===== src/rtl/ma_seq_ctrl_pkg.sv =====
// Shared definitions for the moving-average sequencer: state codes, default phase
// count and the counter-width helper.
package ma_seq_ctrl_pkg;

  localparam logic [1:0] ST_IDLE    = 2'd0;
  localparam logic [1:0] ST_RUN     = 2'd1;
  localparam logic [1:0] ST_CAPTURE = 2'd2;
  localparam logic [1:0] ST_HOLD    = 2'd3;

  localparam int ENG_PHASES_DEF = 3;

  // Bits needed to hold the values 0..n inclusive.
  function automatic int cnt_w(input int n);
    return (n < 1) ? 1 : $clog2(n + 1);
  endfunction

endpackage


===== src/rtl/ma_seq_ctrl_if.sv =====
// Valid/ready stream used for both the sample input and the result output.
// A beat transfers on any rising edge where valid and ready are both high; once
// valid is raised, the source holds valid and data until that edge.
interface ma_seq_ctrl_if #(
  parameter int W = 64
);
  logic         valid;
  logic         ready;
  logic [W-1:0] data;

  modport master (output valid, output data, input ready);
  modport slave  (input valid, input data, output ready);
endinterface


===== src/rtl/ma_seq_ctrl.sv =====
// Sequencer for the 3-phase moving-average engine: accepts samples, steps the engine,
// and emits results once the window is full. Optional MA_SEQ_CTRL_CNT_EN adds sample_cnt.
module ma_seq_ctrl
  import ma_seq_ctrl_pkg::*;
#(
  parameter int DATA_W     = 64,
  parameter int MA_LEN     = 3,
  parameter int ENG_PHASES = ENG_PHASES_DEF
) (
  input  logic              clk,
  input  logic              rst,
  ma_seq_ctrl_if.slave      in_if,
  input  logic              flush,
  output logic              eng_en,
  output logic              eng_rst,
  output logic [DATA_W-1:0] eng_data,
  input  logic [DATA_W-1:0] eng_out,
  ma_seq_ctrl_if.master     out_if,
  output logic              warm,
  output logic              busy,
  output logic [1:0]        dbg_state
`ifdef MA_SEQ_CTRL_CNT_EN
  ,
  output logic [31:0]       sample_cnt
`endif
);

    localparam int FILL_W = cnt_w(MA_LEN);
    localparam int PH_W   = cnt_w(ENG_PHASES);
    localparam logic [FILL_W:0]   MA_LEN_X = MA_LEN[FILL_W:0];
    localparam logic [PH_W-1:0]   PH_LAST  = PH_W'(ENG_PHASES - 1);

    logic [1:0]        state_q, state_d;
    logic [PH_W-1:0]   phase_q, phase_d;
    logic [FILL_W-1:0] fill_q, fill_d;
    logic [FILL_W:0]   fill_inc;
    logic              out_valid_q, out_valid_d;
    logic [DATA_W-1:0] out_data_q, out_data_d;
    logic [DATA_W-1:0] eng_data_q, eng_data_d;
    logic              accept;

    // Flush and reset both mask the handshake and the engine enable for that cycle.
    assign in_if.ready  = (state_q == ST_IDLE) && !flush && !rst;
    assign accept       = in_if.ready && in_if.valid;
    assign eng_en       = (state_q == ST_RUN) && !flush && !rst;
    assign eng_rst      = rst || flush;
    assign eng_data     = eng_data_q;
    assign out_if.valid = out_valid_q;
    assign out_if.data  = out_data_q;
    assign warm         = ({1'b0, fill_q} == MA_LEN_X);
    assign busy         = (state_q != ST_IDLE);
    assign dbg_state    = state_q;
    assign fill_inc     = {1'b0, fill_q} + 1'b1;

    always_comb begin
        state_d     = state_q;
        phase_d     = phase_q;
        fill_d      = fill_q;
        out_valid_d = out_valid_q;
        out_data_d  = out_data_q;
        eng_data_d  = eng_data_q;
        if (flush) begin
            state_d     = ST_IDLE;
            phase_d     = '0;
            fill_d      = '0;
            out_valid_d = 1'b0;
        end else begin
            case (state_q)
                ST_IDLE: begin
                    if (accept) begin
                        eng_data_d = in_if.data;
                        phase_d    = '0;
                        state_d    = ST_RUN;
                    end
                end
                ST_RUN: begin
                    phase_d = phase_q + 1'b1;
                    if (phase_q == PH_LAST) state_d = ST_CAPTURE;
                end
                ST_CAPTURE: begin
                    out_data_d = eng_out;
                    // Results before the window fills are captured but never offered.
                    if (fill_inc >= MA_LEN_X) begin
                        fill_d      = MA_LEN_X[FILL_W-1:0];
                        out_valid_d = 1'b1;
                        state_d     = ST_HOLD;
                    end else begin
                        fill_d  = fill_inc[FILL_W-1:0];
                        state_d = ST_IDLE;
                    end
                end
                default: begin
                    if (out_if.ready) begin
                        out_valid_d = 1'b0;
                        state_d     = ST_IDLE;
                    end
                end
            endcase
        end
    end

    always_ff @(posedge clk) begin
        if (rst) begin
            state_q     <= ST_IDLE;
            phase_q     <= '0;
            fill_q      <= '0;
            out_valid_q <= 1'b0;
            out_data_q  <= '0;
            eng_data_q  <= '0;
        end else begin
            state_q     <= state_d;
            phase_q     <= phase_d;
            fill_q      <= fill_d;
            out_valid_q <= out_valid_d;
            out_data_q  <= out_data_d;
            eng_data_q  <= eng_data_d;
        end
    end

`ifdef MA_SEQ_CTRL_CNT_EN
    logic [31:0] sample_cnt_q;

    always_ff @(posedge clk) begin
        if (rst || flush) sample_cnt_q <= '0;
        else if (accept)  sample_cnt_q <= sample_cnt_q + 32'd1;
    end

    assign sample_cnt = sample_cnt_q;
`endif

endmodule

===== src/flat_wrapper.sv =====
// flat-port wrapper written by rule: the top's interface ports become plain ports
module ma_seq_ctrl_flat import ma_seq_ctrl_pkg::*;
#(
  parameter int DATA_W     = 64,
  parameter int MA_LEN     = 3,
  parameter int ENG_PHASES = ENG_PHASES_DEF
)
  (clk, rst, flush, eng_en, eng_rst, eng_data, eng_out, warm, busy, dbg_state, in_if_valid, in_if_data, in_if_ready, out_if_valid, out_if_data, out_if_ready);
  ma_seq_ctrl_if in_if_i ();
  ma_seq_ctrl_if out_if_i ();
  input  logic clk;
  input  logic rst;
  input  logic flush;
  output logic eng_en;
  output logic eng_rst;
  output logic [DATA_W-1:0] eng_data;
  input  logic [DATA_W-1:0] eng_out;
  output logic warm;
  output logic busy;
  output logic [1:0] dbg_state;
  input wire logic [$bits(in_if_i.valid)-1:0] in_if_valid;
  input wire logic [$bits(in_if_i.data)-1:0] in_if_data;
  output wire logic [$bits(in_if_i.ready)-1:0] in_if_ready;
  output wire logic [$bits(out_if_i.valid)-1:0] out_if_valid;
  output wire logic [$bits(out_if_i.data)-1:0] out_if_data;
  input wire logic [$bits(out_if_i.ready)-1:0] out_if_ready;
  assign in_if_i.valid = in_if_valid;
  assign in_if_i.data = in_if_data;
  assign in_if_ready = in_if_i.ready;
  assign out_if_valid = out_if_i.valid;
  assign out_if_data = out_if_i.data;
  assign out_if_i.ready = out_if_ready;
  ma_seq_ctrl #(.DATA_W(DATA_W), .MA_LEN(MA_LEN), .ENG_PHASES(ENG_PHASES)) u_core (.clk(clk), .rst(rst), .in_if(in_if_i), .flush(flush), .eng_en(eng_en), .eng_rst(eng_rst), .eng_data(eng_data), .eng_out(eng_out), .out_if(out_if_i), .warm(warm), .busy(busy), .dbg_state(dbg_state));
endmodule

===== config.mk =====
export PLATFORM = sky130hd
export DESIGN_NAME = ma_seq_ctrl_flat
export DESIGN_NICKNAME = d
export VERILOG_FILES = /design/src/rtl/ma_seq_ctrl_pkg.sv /design/src/rtl/ma_seq_ctrl_if.sv /design/src/rtl/ma_seq_ctrl.sv /design/src/flat_wrapper.sv
export SDC_FILE = /design/constraint.sdc
export NUM_CORES = 1
export LEC_CHECK = 0
export ABC_CLOCK_PERIOD_IN_PS = 2700
export BUFFER_PORTS_ARGS = -buffer_cell sky130_fd_sc_hd__clkbuf_2
export CORE_UTILIZATION = 40
export CTS_BUF_LIST = sky130_fd_sc_hd__clkbuf_2
export DETAILED_ROUTE_END_ITERATION = 12
export GPL_ROUTABILITY_DRIVEN = 1
export PLACE_DENSITY = 0.73
export SLEW_MARGIN = 25
export SYNTH_ARGS = -nofsm -noshare
export SYNTH_HDL_FRONTEND = slang
export SYNTH_SLANG_ARGS = --single-unit

===== constraint.sdc =====
create_clock -name clk -period 2.7 [get_ports clk]
set_clock_uncertainty 0.1 [all_clocks]
set_input_delay 0.135 -clock clk [delete_from_list [all_inputs] [get_ports clk]]
set_output_delay 0.135 -clock clk [all_outputs]
set_load 0.01 [all_outputs]

==> results of run 1 <==
-- synthesized netlist by cell type (2+ instances only) --
master    number  share of area
dfxtp_1      135           0.55
o21ai_0       53          0.054
nor2_1         5         0.0038
clkbuf_1      32          0.024
clkbuf_2       5         0.0050
o21ai_1       12          0.012
nand3_1       64          0.065
nand2_1      130          0.098
nor2b_1        2         0.0025
or2_2          3         0.0038
buf_2         16          0.016
buf_6          5          0.011
a21oi_1      133           0.13
-- stage by stage --
| step | util | hold WS (ps) | setup WS, ps | cells | area (um^2) |
|---|---|---|---|---|---|
| after detailed placement | 0.524 | 263 | 742 | 998 | 6320 |
| after global placement | 0.524 | 257 | 773 | 998 | 6320 |
| after floorplan | - | 171 | 1070 | 611 | 4950 |
-- cell families after synthesis --
family                     after synthesis
AOI/OAI and AO/OA                      203
DFF                                    135
xor gates and xnor gates                 1
adders and majority gates                1
buffers and inverters                   61
and+or+nand+nor                        210
==> run_results.csv, run 1 <==
group,metric,value,unit
status,status,"did not finish",
status,lastStage,"clock tree synthesis",
status,tool.error,"[ERROR RSZ-0060] Max buffer count reached.",
floorplan,fp.dieW,113,um
floorplan,die_h,113,um
yosys,synth_compound_area_frac,0.208,
yosys,syn_inst,611,
clocking,cts_resized,1,
place,port-buffer-count,268,
clocking,clock-sinks,135,
place,gp_congestion,0.757,
clocking,cts-root-buf,"clkbuf_2",
clocking,cts_buffer_depth,2,
yosys,ys_seq_area_frac,0.545,
floorplan,pin_count,269,
yosys,synth_fa_ha_area_frac,0.00253,
yosys,synth_edf_count,0,
yosys,synth_top_family_by_area,"compound AO/OA/AOI/OAI gates",
yosys,syn_avg_cell_area,8.11,um^2
yosys,synthXorXnorAreaFrac,0.00177,
yosys,synthMuxAreaShare,0,
place,place_hpwl,9010,um
clocking,post-cts-setup-buffers,0,
yosys,synth-seq-cells,135,
clocking,cts_hold_buf,209,
yosys,syn-cell-area,4950,um^2
yosys,synth_cell_types,29,
floorplan,num_rows,40,
yosys,yosys_warnings,0,
yosys,ys.flop_type,"dfxtp_1",
yosys,ys_async_sr_fraction,0,
floorplan,start_util,0.411,
yosys,syn_nets,745,
clocking,cts.htree.levels,4,
yosys,yosys.area_share.simple,0.183,
clocking,cts-buffers-inserted,17,
==> run 2, diff against run 1 <==
- CORE_UTILIZATION: 40 -> 25
- CTS_BUF_LIST: sky130_fd_sc_hd__clkbuf_2 -> default
- PLACE_DENSITY: 0.73 -> default
- PLACE_DENSITY_LB_ADDON: default -> 0.15
==> run_results.csv, run 2 <==
group,metric,value,unit
critical_path,start_kind,"flop",
clocking,cts-buffers-inserted,17,
clocking,clock-sinks,135,
critical_path,worstSetupEndpointType,"primary output",
floorplan,pin_count,269,
yosys,synthTopCellsByCount,"dfxtp_1, a21oi_1, nand2_1",
cells_and_area,nets,1112,
yosys,yosysMostFrequentCell,"dfxtp_1",
run,drv_cap,0,
timing,setup_viol,0,
yosys,synth_area_leaders,"dfxtp_1, a21oi_1, nand2_1",
critical_path,path_buf_inv,3,
clocking,cts.htree.levels,4,
status,status,"completed",
critical_path,path_cells,"or4_4 > inv_2 > buf_12 > clkbuf_2",
place,place_ws,745,ps
detailed_routing,post-route-drc-count,0,
power_and_ir_drop,finalPower,4850,uW
yosys,ys_seq_area_frac,0.545,
timing,slew_viol_final,0,
detailed_routing,num_vias,5503,
yosys,ys.flop_type,"dfxtp_1",
yosys,syn_avg_cell_area,8.11,um^2
yosys,ys_async_sr_fraction,0,
clocking,cts_resized,0,
detailed_routing,antenna_left,0,
hold_path,hold_class,"input pin to flop",
floorplan,num_rows,51,
critical_path,cp_max_fo,66,
place,port-buffer-count,268,
cells_and_area,synthToLayoutAreaGrowth,68.6,%
floorplan,die_h,143,um
place,gp_congestion,0.693,
grt,antenna_found_initial,0,
power_and_ir_drop,p_leak,0.00350,uW
critical_path,critPathArrivalTime,2000,ps
timing,grt_setup_unrepaired,"no",
timing,hold_violations,0,
clocking,cts-root-buf,"clkbuf_16",
detailed_routing,via_per_inst,4.38,
critical_path,crit_family,"simple AND/OR/NAND/NOR gates",
timing,max_freq,448,MHz
yosys,synth_top_area_cell,"dfxtp_1",
timing,tightest_slew,978,ps
grt,grt_start_max_net_pins,89,
cells_and_area,finalNonFillerCells,1256,
timing,fin_crit_sh,0.827,
floorplan,start_util,0.255,
yosys,synth-seq-cells,135,
yosys,synth_top_area_frac,0.545,
yosys,syn_inst,611,
detailed_routing,wl_per_cell,13.1,um
yosys,synth_edf_count,0,
cells_and_area,diodes,0,
floorplan,design.die.area,20400,um^2
grt,overflow,0,
critical_path,cp_slowest_cell,"or4_4",
grt,grt_pass1_vias,5395,
floorplan,core-area,19500,um^2
detailed_routing,wl,16500,um
detailed_routing,dr.pass1.iters,6,
cells_and_area,final_common_cell,"clkbuf_2",
critical_path,worstPathRequired,2470,ps
timing,whs,78.5,ps
yosys,synth_cell_types,29,
power_and_ir_drop,powerDensity,581,nW/um^2
timing,fin_setup_tns,0,ps
place,place_hpwl,9770,um
grt,grt_pass1_wl,25700,um
timing,layout_min_cycle_time,2230,ps
clocking,clk_latency,410,ps
timing,layout_setup_ws,466,ps
cells_and_area,final_cell_mix,"clkbuf_2, dfxtp_1, a21oi_1",
clocking,cts_tree,"done",
critical_path,crit_type,"flop to primary output",
clocking,cts.clk_slew.worst_paths,60,ps
place,dp_cells,1095,
cells_and_area,layout-drive-gt1-share,0.318,
timing,slew_headroom,0.348,
yosys,yosys_warnings,0,
critical_path,cp_slowest_stage_delay,570,ps
floorplan,fp.dieW,143,um
detailed_routing,first_iter_violations,158,
grt,grt_usage,0.160,
yosys,syn-cell-area,4950,um^2
power_and_ir_drop,ir_drop,0.000399,V
clocking,cts_buffer_depth,2,
yosys,syn_nets,745,
[run 2: cell counts after synthesis]
Identical to the previous run, type by type.
[run 2: worst reg2reg max path, cell delays in order, from the launching register on]
cell,delay [ps]
dfxtp_1,430
or4_4,570
buf_4,310
o21ai_0,320
a21oi_1,80
[run 2: where the power goes]
| group | switching [uW] | internal [uW] |
|---|---|---|
| clock | 937 | 1420 |
| combinational | 207 | 248 |
| sequential | 15.5 | 2020 |
| total | 1160 | 3690 |
[run 2: repair_timing]
item	CTS	global route
endpoints found under the hold margin	131	0
buffers inserted	0	0
endpoints found under the setup margin	0	0
hold buffers	129	0
[run 2: cell families after synthesis]
kind of cell,share of synthesized area
and+or+nand+nor,0.183
xor gates and xnor gates,0.00177
DFF,0.545
adders and majority gates,0.00252
AOI/OAI and AO/OA,0.208
buffers and inverters,0.0591
[run 2: final timing paths]
check,from,endpoint,slack (ps),depth (start not counted)
min,flush,u_core.phase_q[1]$_SDFFE_PP0P_,80,3
max reg2reg,u_core.dbg_state[0]$_SDFFE_PP0P_,u_core.eng_data[41]$_SDFFE_PP0P_,730,4
max,u_core.dbg_state[0]$_SDFFE_PP0P_,in_if_ready,470,4
min reg2reg,u_core.phase_q[0]$_SDFFE_PP0P_,u_core.phase_q[0]$_SDFFE_PP0P_,350,1
[run 2: final cells by class]
type	instances	area (um^2)
flip-flops and latches	135	2700
fillers	1992	11100
multi-input cells	415	1970
repair buffers	406	2740
inverters	3	11.3
clock buffers	20	457
well taps	265	332
clock inverters	12	144
[run 2: metal layers]
metal / global-route usage / up-vias / routed length [um]
met3: 0.0698 / 19 / 1420
met5: 0 / - / 0
met1: 0.180 / 2478 / 7050
li1: - / 2811 / -
met4: 0.0560 / 0 / 277
met2: 0.267 / 195 / 7750
[run 2: through the flow]
| step | instance area (um^2) | util |
|---|---|---|
| after floorplan | 4950 | - |
| after global placement | 6460 | 0.332 |
| after detailed placement | 6460 | 0.332 |
| after CTS | 8350 | 0.429 |
| after global routing | 8350 | 0.429 |
| final | 8350 | 0.429 |
Power figures use the tool's default switching activity.
